<file path="src/rtl/img_stream_pkg.sv">
// Purpose: shared types and width helper for the image ROM streamer.
//   state_e : fetch FSM states
//   cnt_w() : bits needed to hold 0..n-1 (minimum 1)
package img_stream_pkg;

  typedef enum logic [1:0] {
    S_IDLE  = 2'd0,
    S_FETCH = 2'd1,
    S_DONE  = 2'd2
  } state_e;

  localparam int unsigned UFLOW_W = 16;

  function automatic int unsigned cnt_w(input int unsigned n);
    return (n <= 1) ? 1 : $clog2(n);
  endfunction

endpackage

</file>
<file path="src/rtl/img_rom_streamer_pix_fifo.sv">
// Purpose: synchronous pixel FIFO with flush, occupancy count and flags.
// Ports:
//   clk, rst_n         clock, synchronous active-low reset
//   i_flush            synchronous clear of both pointers
//   i_push, i_data     write port (ignored when full)
//   i_pop              read advance (ignored when empty)
//   o_data             head word (combinational)
//   o_count            occupancy, 0..FIFO_DEPTH
//   o_empty, o_full    status flags
module pix_fifo
  import img_stream_pkg::*;
#(
  parameter int unsigned PIX_W      = 8,
  parameter int unsigned FIFO_DEPTH = 256
) (
  input  logic               clk,
  input  logic               rst_n,
  input  logic               i_flush,
  input  logic               i_push,
  input  logic [PIX_W-1:0]   i_data,
  input  logic               i_pop,
  output logic [PIX_W-1:0]   o_data,
  output logic [cnt_w(FIFO_DEPTH):0] o_count,
  output logic               o_empty,
  output logic               o_full
);

  localparam int unsigned FIFO_AW = cnt_w(FIFO_DEPTH);

  logic [PIX_W-1:0] r_mem [FIFO_DEPTH];
  logic [FIFO_AW:0] r_wr_ptr;
  logic [FIFO_AW:0] r_rd_ptr;
  logic             w_do_push;
  logic             w_do_pop;

  // Pointers carry one extra wrap bit so full and empty are distinguishable.
  assign o_empty   = (r_wr_ptr == r_rd_ptr);
  assign o_full    = (r_wr_ptr[FIFO_AW] != r_rd_ptr[FIFO_AW]) &&
                     (r_wr_ptr[FIFO_AW-1:0] == r_rd_ptr[FIFO_AW-1:0]);
  assign w_do_push = i_push && !o_full;
  assign w_do_pop  = i_pop && !o_empty;
  assign o_count   = r_wr_ptr - r_rd_ptr;
  assign o_data    = r_mem[r_rd_ptr[FIFO_AW-1:0]];

  // Pointer update
  always_ff @(posedge clk) begin
    if (!rst_n || i_flush) begin
      r_wr_ptr <= '0;
      r_rd_ptr <= '0;
    end else begin
      if (w_do_push) r_wr_ptr <= r_wr_ptr + (FIFO_AW+1)'(1);
      if (w_do_pop)  r_rd_ptr <= r_rd_ptr + (FIFO_AW+1)'(1);
    end
  end

  // Storage, no reset needed: contents are only read behind the pointers
  always_ff @(posedge clk) begin
    if (w_do_push) r_mem[r_wr_ptr[FIFO_AW-1:0]] <= i_data;
  end

endmodule

</file>
<file path="src/rtl/img_rom_streamer.sv">
// Purpose: stream an IMG_W x IMG_H image from a synchronous ROM into a
//   pixel FIFO with nearest-neighbour upscaling (rows re-fetched VSCALE
//   times, each FIFO word presented HSCALE times on the read side).
// Ports:
//   clk, rst_n        clock, synchronous active-low reset
//   i_vsync           active-low frame restart; low holds everything flushed
//   rom_ce, rom_addr  ROM read request (rom_ce combinational from state/credit)
//   rom_dout          ROM data, valid ROM_LATENCY cycles after rom_ce
//   i_next            consumer takes o_data this cycle
//   o_data, o_valid   FIFO head and not-empty
//   o_frame_done      every pixel of the frame has been fetched
//   o_underflow_cnt   (IMG_ROM_STREAMER_UNDERFLOW_EN only) saturating count
//                     of takes while empty outside S_IDLE
// Build option: define IMG_ROM_STREAMER_UNDERFLOW_EN to add the underflow counter.
module img_rom_streamer
  import img_stream_pkg::*;
#(
  parameter int unsigned PIX_W       = 8,
  parameter int unsigned IMG_W       = 225,
  parameter int unsigned IMG_H       = 225,
  parameter int unsigned ADDR_W      = 16,
  parameter int unsigned BASE_ADDR   = 10,
  parameter int unsigned HSCALE      = 2,
  parameter int unsigned VSCALE      = 2,
  parameter int unsigned ROM_LATENCY = 2,
  parameter int unsigned FIFO_DEPTH  = 256
) (
  input  logic              clk,
  input  logic              rst_n,
  input  logic              i_vsync,
  output logic              rom_ce,
  output logic [ADDR_W-1:0] rom_addr,
  input  logic [PIX_W-1:0]  rom_dout,
  input  logic              i_next,
  output logic [PIX_W-1:0]  o_data,
  output logic              o_valid,
  output logic              o_frame_done
`ifdef IMG_ROM_STREAMER_UNDERFLOW_EN
  ,
  output logic [UFLOW_W-1:0] o_underflow_cnt
`endif
);

  localparam int unsigned COL_W   = cnt_w(IMG_W);
  localparam int unsigned ROW_W   = cnt_w(IMG_H);
  localparam int unsigned VPASS_W = cnt_w(VSCALE);
  localparam int unsigned HCNT_W  = cnt_w(HSCALE);
  localparam int unsigned FIFO_AW = cnt_w(FIFO_DEPTH);
  localparam int unsigned INF_W   = cnt_w(ROM_LATENCY + 1);

  state_e               r_state;
  state_e               w_next_state;
  logic                 w_rom_ce;
  logic                 w_clear;
  logic                 w_credit;
  logic                 w_last_col;
  logic                 w_last_row;
  logic                 w_last_vpass;
  logic [COL_W-1:0]     r_col;
  logic [ROW_W-1:0]     r_row;
  logic [VPASS_W-1:0]   r_vpass;
  logic [ADDR_W-1:0]    r_addr;
  logic [ADDR_W-1:0]    r_row_base;
  logic [ROM_LATENCY-1:0] r_vpipe;
  logic [INF_W-1:0]     r_inflight;
  logic                 w_tap;
  logic [HCNT_W-1:0]    r_hcnt;
  logic                 w_hlast;
  logic                 w_take;
  logic                 w_pop;
  logic                 r_frame_done;
  logic [PIX_W-1:0]     w_fifo_data;
  logic [FIFO_AW:0]     w_fifo_cnt;
  logic                 w_fifo_empty;
  logic                 w_fifo_full;

  assign w_clear      = !rst_n || !i_vsync;
  assign w_last_col   = (r_col == COL_W'(IMG_W - 1));
  assign w_last_row   = (r_row == ROW_W'(IMG_H - 1));
  assign w_last_vpass = (r_vpass == VPASS_W'(VSCALE - 1));
  // Words already stored plus words still in the ROM pipe never exceed depth
  assign w_credit     = (32'(w_fifo_cnt) + 32'(r_inflight)) < 32'(FIFO_DEPTH);
  assign w_tap        = r_vpipe[ROM_LATENCY-1];

  // FSM state register
  always_ff @(posedge clk) begin
    if (!rst_n) r_state <= S_IDLE;
    else        r_state <= w_next_state;
  end

  // FSM next state and ROM request
  always_comb begin
    w_next_state = r_state;
    w_rom_ce     = 1'b0;
    case (r_state)
      S_IDLE: begin
        if (i_vsync) w_next_state = S_FETCH;
      end
      S_FETCH: begin
        w_rom_ce = w_credit && !w_fifo_full;
        if (w_rom_ce && w_last_col && w_last_row && w_last_vpass)
          w_next_state = S_DONE;
      end
      S_DONE: begin
        w_next_state = S_DONE;
      end
      default: begin
        w_next_state = S_IDLE;
      end
    endcase
    if (w_clear) begin
      w_next_state = S_IDLE;
      w_rom_ce     = 1'b0;
    end
  end

  assign rom_ce   = w_rom_ce;
  assign rom_addr = r_addr;

  // Incremental address generator; row_base tracks the start of the current row
  always_ff @(posedge clk) begin
    if (w_clear) begin
      r_col      <= '0;
      r_row      <= '0;
      r_vpass    <= '0;
      r_addr     <= ADDR_W'(BASE_ADDR);
      r_row_base <= ADDR_W'(BASE_ADDR);
    end else if (w_rom_ce) begin
      if (!w_last_col) begin
        r_col  <= r_col + COL_W'(1);
        r_addr <= r_addr + ADDR_W'(1);
      end else begin
        r_col <= '0;
        if (!w_last_vpass) begin
          r_vpass <= r_vpass + VPASS_W'(1);
          r_addr  <= r_row_base;
        end else begin
          r_vpass    <= '0;
          r_row      <= r_row + ROW_W'(1);
          r_row_base <= r_row_base + ADDR_W'(IMG_W);
          r_addr     <= r_row_base + ADDR_W'(IMG_W);
        end
      end
    end
  end

  // Valid pipe mirrors ROM latency; clearing it squashes in-flight returns
  always_ff @(posedge clk) begin
    if (w_clear) begin
      r_vpipe    <= '0;
      r_inflight <= '0;
    end else begin
      r_vpipe[0] <= w_rom_ce;
      for (int i = 1; i < ROM_LATENCY; i++) r_vpipe[i] <= r_vpipe[i-1];
      r_inflight <= r_inflight + INF_W'(w_rom_ce) - INF_W'(w_tap);
    end
  end

  // Horizontal repeat: each FIFO word is taken HSCALE times before popping
  assign w_take  = i_next && o_valid;
  assign w_hlast = (r_hcnt == HCNT_W'(HSCALE - 1));
  assign w_pop   = w_take && w_hlast;

  always_ff @(posedge clk) begin
    if (w_clear)     r_hcnt <= '0;
    else if (w_take) r_hcnt <= w_hlast ? '0 : (r_hcnt + HCNT_W'(1));
  end

  // Frame done flag
  always_ff @(posedge clk) begin
    if (w_clear) r_frame_done <= 1'b0;
    else         r_frame_done <= (w_next_state == S_DONE);
  end

  assign o_frame_done = r_frame_done;
  assign o_valid      = !w_fifo_empty;
  assign o_data       = w_fifo_data;

  pix_fifo #(
    .PIX_W      (PIX_W),
    .FIFO_DEPTH (FIFO_DEPTH)
  ) u_fifo (
    .clk     (clk),
    .rst_n   (rst_n),
    .i_flush (!i_vsync),
    .i_push  (w_tap),
    .i_data  (rom_dout),
    .i_pop   (w_pop),
    .o_data  (w_fifo_data),
    .o_count (w_fifo_cnt),
    .o_empty (w_fifo_empty),
    .o_full  (w_fifo_full)
  );

`ifdef IMG_ROM_STREAMER_UNDERFLOW_EN
  logic [UFLOW_W-1:0] r_uflow;

  // Saturating count of takes while empty outside S_IDLE
  always_ff @(posedge clk) begin
    if (w_clear) begin
      r_uflow <= '0;
    end else if (i_next && !o_valid && (r_state != S_IDLE) &&
                 (r_uflow != {UFLOW_W{1'b1}})) begin
      r_uflow <= r_uflow + UFLOW_W'(1);
    end
  end

  assign o_underflow_cnt = r_uflow;
`endif

endmodule

</file>
<file path="config.mk">
export PLATFORM = sky130hd
export DESIGN_NAME = img_rom_streamer
export DESIGN_NICKNAME = d
export VERILOG_FILES = /design/src/rtl/img_stream_pkg.sv /design/src/rtl/img_rom_streamer_pix_fifo.sv /design/src/rtl/img_rom_streamer.sv
export SDC_FILE = /design/constraint.sdc
export NUM_CORES = 2
export LEC_CHECK = 0
export CAP_MARGIN = 20
export CORE_MARGIN = 8
export CORE_UTILIZATION = 63
export DETAILED_ROUTE_END_ITERATION = 7
export GPL_ROUTABILITY_DRIVEN = 0
export PLACE_DENSITY = 0.79
export RECOVER_POWER = 25
export SKIP_LAST_GASP = 1
export SLEW_MARGIN = 30
export SYNTH_ARGS = -nofsm -noshare
export SYNTH_HDL_FRONTEND = slang
export SYNTH_SLANG_ARGS = --single-unit
export TNS_END_PERCENT = 30
</file>
<file path="constraint.sdc">
create_clock -name clk -period 3.6 [get_ports clk]
set_input_delay 0.36 -clock clk [delete_from_list [all_inputs] [get_ports clk]]
set_output_delay 0.36 -clock clk [all_outputs]
set_load 0.03 [all_outputs]
</file>
# --- Yosys cells after proc, flatten, opt, wreduce, memory -nomap -nowiden ---
# Memories as Yosys holds them, arrays and structs flattened. A register that Yosys moved wholly into a read port is not among the register bits.
# Index checks and enable logic that the tools add are counted.
totals:
  ff_bits: 75
  ram_bits: 2048
  in_bits: 12
  output_inout_bits: 27
  elab_cells: 66
  memories: 1
memory_table:
  columns: ["name", "depth", "width", "read_ports", "rd_ports_with_merged_regs", "write_ports", "line", "text"]
  rows:
  - ["u_fifo.r_mem", 256, 8, 1, 1, 1, "img_rom_streamer_pix_fifo.sv:30", "logic [PIX_W-1:0] r_mem [FIFO_DEPTH];"]
classes:
  add_sub_neg: 12
  magnitude_cmp: 1
  n_eq_ne: 8
  muxes: 15
  reduce_logical: 17
op_table:
  columns: ["cell", "count"]
  rows:
  - ["two-way mux 16 bit", 2]
  - ["two-way mux 8 bit", 3]
  - ["adder 9 x 1 -> 9 bit, second input constant", 2]
  - ["adder 16 x 1 -> 16 bit, second input constant", 1]
  - ["adder 16 x 8 -> 16 bit, second input constant", 1]
  - ["adder 8 x 1 -> 8 bit, second input constant", 2]
  - ["== test 8 bit, second input constant", 2]
  - ["adder 9 x 2 -> 10 bit", 1]
  - ["< comparator 10 x 9 -> 1 bit, second input constant", 1]
  - ["== test 9 bit", 1]
  - ["logical AND 1 bit", 9]
  - ["subtractor 9 bit", 1]
  - ["== test 8 bit", 1]
  - ["two-way mux 1 bit", 6]
  - ["two-way mux 2 bit", 3]
  - ["one-hot mux 2 bit (3 select lines)", 1]
  - ["== test 2 bit, second input constant", 2]
  - ["logical NOT 1 bit", 4]
  - ["AND reduction 3 bit", 1]
  - ["adder 1 bit, second input constant", 2]
  - ["adder 2 x 1 -> 2 bit", 1]
  - ["== test 2 x 1 -> 1 bit, second input constant", 1]
  - ["logical NOT 2 bit", 1]
  - ["AND reduction 2 bit", 1]
  - ["other kinds (3)", 3]

# --- Longest topological paths before layout ---
logic_depth:
  depth_word: 11
  mapped_depth: 15

# --- Cells and area by module ---
# Synthesis repeated with hierarchy kept, for this count alone.
unflattened:
  hier_cells: 4294
  area_unflattened_um2: 83811.6
modules_own_cells:
  columns: ["mod", "instances", "cells_per_inst", "area_per_inst_um2"]
  rows:
  - ["pix_fifo", 1, 3904, 80678.6]
  - ["img_rom_streamer", 1, 390, 3133.0]

# --- Least setup slack after synthesis ---
# Ideal clock, no wire load.
synth_path:
  kind: "register -> register"
  start: "register u_fifo.r_wr_ptr[0]"
  end: "register r_inflight[0]"
  arrival_ps: 3238
  required_time_ps: 3484
  path_slack_ps: 247
  path_stages_with_launch: 15
  synth_period_minus_slack_ps: 3353
  cell_sequence: "dfxtp_1 -> inv_1 -> ha_1 -> fa_1 -> inv_1 -> ha_1 -> a31oi_1 -> nor4b_1 -> nand4_1 -> nand3_2 -> buf_4 -> buf_2 -> nor2_1 -> ha_1 -> and3_1"
synth_via:
  elab_chain_len: 8
synth_rtl:
  columns: ["item", "line", "text"]
  rows:
  - ["start: declaration", "img_rom_streamer_pix_fifo.sv:31", "logic [FIFO_AW:0] r_wr_ptr;"]
  - ["start signal: assignment", "img_rom_streamer_pix_fifo.sv:51", "if (w_do_push) r_wr_ptr <= r_wr_ptr + (FIFO_AW+1)'(1);"]
  - ["subtractor 9 bit / == test 8 bit (equally long branches)", "img_rom_streamer_pix_fifo.sv:42, img_rom_streamer_pix_fifo.sv:39", null]
  - ["adder 9 x 2 -> 10 bit / logical AND 1 bit (equally long branches)", "img_rom_streamer.sv:82, img_rom_streamer_pix_fifo.sv:38", null]
  - ["< comparator 10 x 9 -> 1 bit / logical NOT 1 bit (equally long branches)", "img_rom_streamer.sv:82, img_rom_streamer.sv:100", null]
  - ["logical AND 1 bit (*)", "img_rom_streamer.sv:100", "w_rom_ce = w_credit && !w_fifo_full;"]
  - ["two-way mux 1 bit (*)", "img_rom_streamer.sv:95", "case (r_state)"]
  - ["two-way mux 1 bit (*)", "img_rom_streamer.sv:111", "if (w_clear) begin"]
  - ["named net rom_ce", "img_rom_streamer.sv:31", "output logic rom_ce,"]
  - ["adder 2 x 1 -> 2 bit (*)", "img_rom_streamer.sv:155", "r_inflight <= r_inflight + INF_W'(w_rom_ce) - INF_W'(w_tap);"]
  - ["subtractor 2 x 1 -> 2 bit (*)", "img_rom_streamer.sv:155", null]
  - ["end signal: assignment", "img_rom_streamer.sv:155", null]
  - ["end: declaration", "img_rom_streamer.sv:65", "logic [INF_W-1:0] r_inflight;"]
# Mark *: on every way through the listed nets, which the timed path passes. The rest lies on a longest branch.
# A chain may end at the register's enable or synchronous reset.

==> key figures <==
Job
  • Max-Cap Viols: 11

Synthesis
  • Cell area after synthesis: just over 80,000 µm²
  • Ys Warns: 0
  • Post-synth EDFFs: 2,048
  • Syn nets: about 4,100
  • Largest cells by area after synthesis: edfxtp_1 (74%), mux4_2 (13%), dfxtp_1 (2.0%), nor2_1 (1.5%), a22oi_1 (0.94%)
  • Seq cells post-synth: 2,131
  • Cell count after synthesis: slightly above 4,000
  • Most used DFF post-synth: edfxtp_1
  • Synth area leader: edfxtp_1
  • Yosys cell types: 70
  • Async SR Flop Fraction: 0%
  • Part of the Yosys area used for sequential elements: about three quarters
  • Top cell type's share of synthesized area: 73.95%
  • Synth Area per Inst: a little over 20 µm²

Global route
  • Vias in the first global route: about 46,000
  • Antenna violations before repair: 3
  • Pin count of the biggest net entering global routing: ~150
  • Total gr overflow: 0
  • Gr usage total: a little over 30%
  • Global-route wire length before repair: ~320 mm

Die
  • Die Y: approximately 380 µm
  • Area of the core: 131,300 µm²
  • Die ar.: 143,900 µm²
  • IO Pins: 39
  • Rows: ~130
  • Die X: approximately 380 µm
  • Starting Density: a little under two thirds

Min path
  • Worst Hold End: r_vpipe[1]
  • Hold path startpoint: rst_n
  • Hold crit path type: primary input to flip-flop
  • WHS Path Cells: 2

Clocking
  • Clock Latency Late Sink: 0.87 ns
  • Clock slew at reported path FFs: 0.06 ns
  • Root buf cell: clkbuf_16
  • Clk buf depth: 3
  • H-tree Lvls: 4
  • Num Clock Sinks: 2,131
  • CTS Buf Count: ~200
  • CTS tree: built

Critical path
  • Reg-to-reg critical path startpoint: u_fifo.r_rd_ptr[4]
  • CP Capture Type: primary output
  • Worst r2r path cells: 8
  • Internal reg-to-reg setup slack: ~0.16 ns
  • Crit path arrival time: around 3.9 ns
  • Startpoint Class: flip-flop
  • Crit path kind: flip-flop to primary output
  • Data required, critical path: between 3 and 4 ns
  • R2R Path End: u_fifo.r_mem[169][1]
  • Largest fanout on the critical path: 7

Timing
  • Slew Limit Fails: roughly 840
  • TNS Setup: -4.714 ns
  • Worst setup margin: -0.6489 ns
  • Relative slew slack: -97.01%
  • Fmax: ~240 MHz
  • RSZ-0062 raised after global routing: yes
  • Hold Fails Final Rpt: 0
  • Tmin final: between 4 and 5 ns
  • Worst clock skew: approximately 0.037 ns
  • Worst-Margin Slew: roughly 3 ns
  • Final setup viols: 9
  • Fin crit share: 118.0%

Detailed routing
  • Final wirelength: 226.7 mm
  • Initial DRC Count: a little under 7,000
  • Pre-Repair DR Iteration Count: 6
  • DRC: 0
  • Wire per inst: between 30 and 40 µm
  • Via count: approximately 46,000
  • Vias per inst: a little over 7
  • Antenna viol nets, final: 0

Power and ir drop
  • Sw Share: 19.89%
  • Net Sw Power: approximately 9.7 mW
  • Maximum vdd drop: between 0.6 and 0.7 mV
  • Power, Total: slightly below 50 mW
  • Leakage power total: ~30 nW
  • PD cells: around 500 nW/µm²
  • Clock Power Share: 43.3%
  • Combinational Power Share: ~1.0%
  • Sequential share of power: about 56%
  • Pint: between 30 and 40 mW

Finish
  • Ratio of cells with drive above 1 in the final layout: 29.78%
  • FILL cells: 6,785
  • Most common cell after layout, fill and taps aside: edfxtp_1
  • Layout Nets: ~4,600
  • Most frequent cells in the layout: edfxtp_1 (2,048), mux4_2 (490), buf_4 (332)
  • Synthesis-to-finish area growth: 15.89%
  • Post-Layout Cell Count: around 6,500

Placement
  • IO buf count: 38
  • Hpwl dp: 123.6 mm
  • Placed Cells: 6,021
  • Post-placement setup slack: -0.7507 ns

Outcome
  • Failing checks: max-capacitance violations, max-slew violations, negative setup slack
  • Status: finished with violations
-- metrics by stage --
stage,hold slack (ns),area [µm²],util (%)
final,0.1907,96390,73.41
after global routing,0.1889,96390,73.41
after CTS,0.1410,95530,72.76
after detailed placement,0.4549,87800,66.87
after global placement,0.4254,87790,66.87
after floorplan,0.4162,83170,-
-- cell families (layout without fill, tap and decap cells) --
kind of cell	count (synthesis)	in the layout	synth area share (%)
simple gates	625	625	3.426
other cells	0	1	0
xor+xnor	42	42	0.4423
buf+inv	272	873	1.784
fa+ha+maj	23	23	0.3550
mux	565	565	14.27
flops	2131	2131	75.94
compound gates	449	449	3.775
-- power by group through the flow --
| stage | sequential, mW | combinational (mW) | clock, mW |
|---|---|---|---|
| 4_1_cts | 27.1 | 0.479 | 21.0 |
| 5_1_grt | 27.1 | 0.502 | 22.0 |
| 2_1_floorplan | 27.7 | 0.0359 | 0 |
| 3_5_place_dp | 27.7 | 0.477 | 0 |
| 6_report | 27.2 | 0.488 | 21.2 |
| 3_3_place_gp | 27.7 | 0.444 | 0 |
-- layout make-up --
cell class | instances | area [µm²] | area share [%]
clock inverters | 101 | 1046 | 1.085
clock buffers | 260 | 5385 | 5.587
well taps | 1755 | 2196 | 2.278
repair buffers | 485 | 4901 | 5.085
multi-input cells | 1704 | 19570 | 20.30
flip-flops and latches | 2131 | 63190 | 65.55
inverters | 27 | 103.9 | 0.1077
diodes | 1 | 2.502 | 0.002596
-- cells in the mapped netlist, types with 16 or more instances --
cell      number
clkbuf_1     108
buf_4         44
nand2_1       71
mux2i_1       67
ha_1          22
xor2_1        24
nor3_1        51
a22o_1        43
dfxtp_1       83
buf_2         52
or3_1         21
mux4_2       490
o21ai_0       41
edfxtp_1    2048
nor2_1       330
a21oi_1       78
inv_1         27
nor4_1        16
a221oi_1      34
xnor2_1       18
o211ai_1      31
buf_6         28
a22oi_1      104
nand3_1       37
o22ai_1       63
nand4_1       17
-- registers in the layout (all words and copies together) (netlist names), named ones only --
| name | cells |
|---|---|
| u_fifo.r_mem | 2048 |
| r_row_base | 16 |
| rom_addr | 16 |
| u_fifo.r_rd_ptr | 9 |
| u_fifo.r_wr_ptr | 9 |
| r_col | 8 |
| r_row | 8 |
| r_inflight | 2 |
| r_state | 2 |
| r_vpipe | 2 |
| o_frame_done | 1 |
| r_hcnt | 1 |
| r_vpass | 1 |
-- layer usage --
| layer | share of wire (%) | track usage (%) | vias up | wire [µm] |
|---|---|---|---|---|
| met4 | 6.5 | 16.60 | 0 | 14850 |
| li1 | - | - | 17918 | - |
| met1 | 33 | 39.39 | 23529 | 74850 |
| met2 | 49 | 49.36 | 3989 | 110100 |
| met3 | 12 | 7.499 | 880 | 26940 |
| met5 | 0 | 0 | - | 0 |
-- worst max path at each step --
stage                     depth (start not counted)  slack, ns       endpoint                from
after CTS                                        11      -0.58      o_data[7]           flip-flop
after detailed placement                         11      -0.75      o_data[3]           flip-flop
after floorplan                                  14       0.25  r_inflight[0]  u_fifo.r_wr_ptr[0]
final                                            13      -0.65      o_data[3]           flip-flop
after global routing                             13      -0.65      o_data[3]           flip-flop
after global placement                           11      -0.78      o_data[3]           flip-flop
-- worst max-delay path: stages, from the launching register on --
cell and delay [ns]:
dfxtp_4 0.37, buf_6 0.12, buf_12 0.15, buf_16 0.16, buf_12 0.13, mux4_2 0.37
mux2i_1 0.10, o21ai_2 0.17, a2111oi_4 0.06, nor4_4 0.55, o31ai_4 0.17, nor3_4 0.41
buf_6 0.17, buf_12 0.11
-- what timing repair did --
item                       in CTS  in global routing
gates resized for setup       148                121
gates cloned                   10                  3
setup buffers                  25                 44
pin swaps                      29                 44
setup endpoints to repair       9                 53
hold buffers                    1                  2
hold endpoints to repair       32                 31
(Power assumes the default switching activity.)
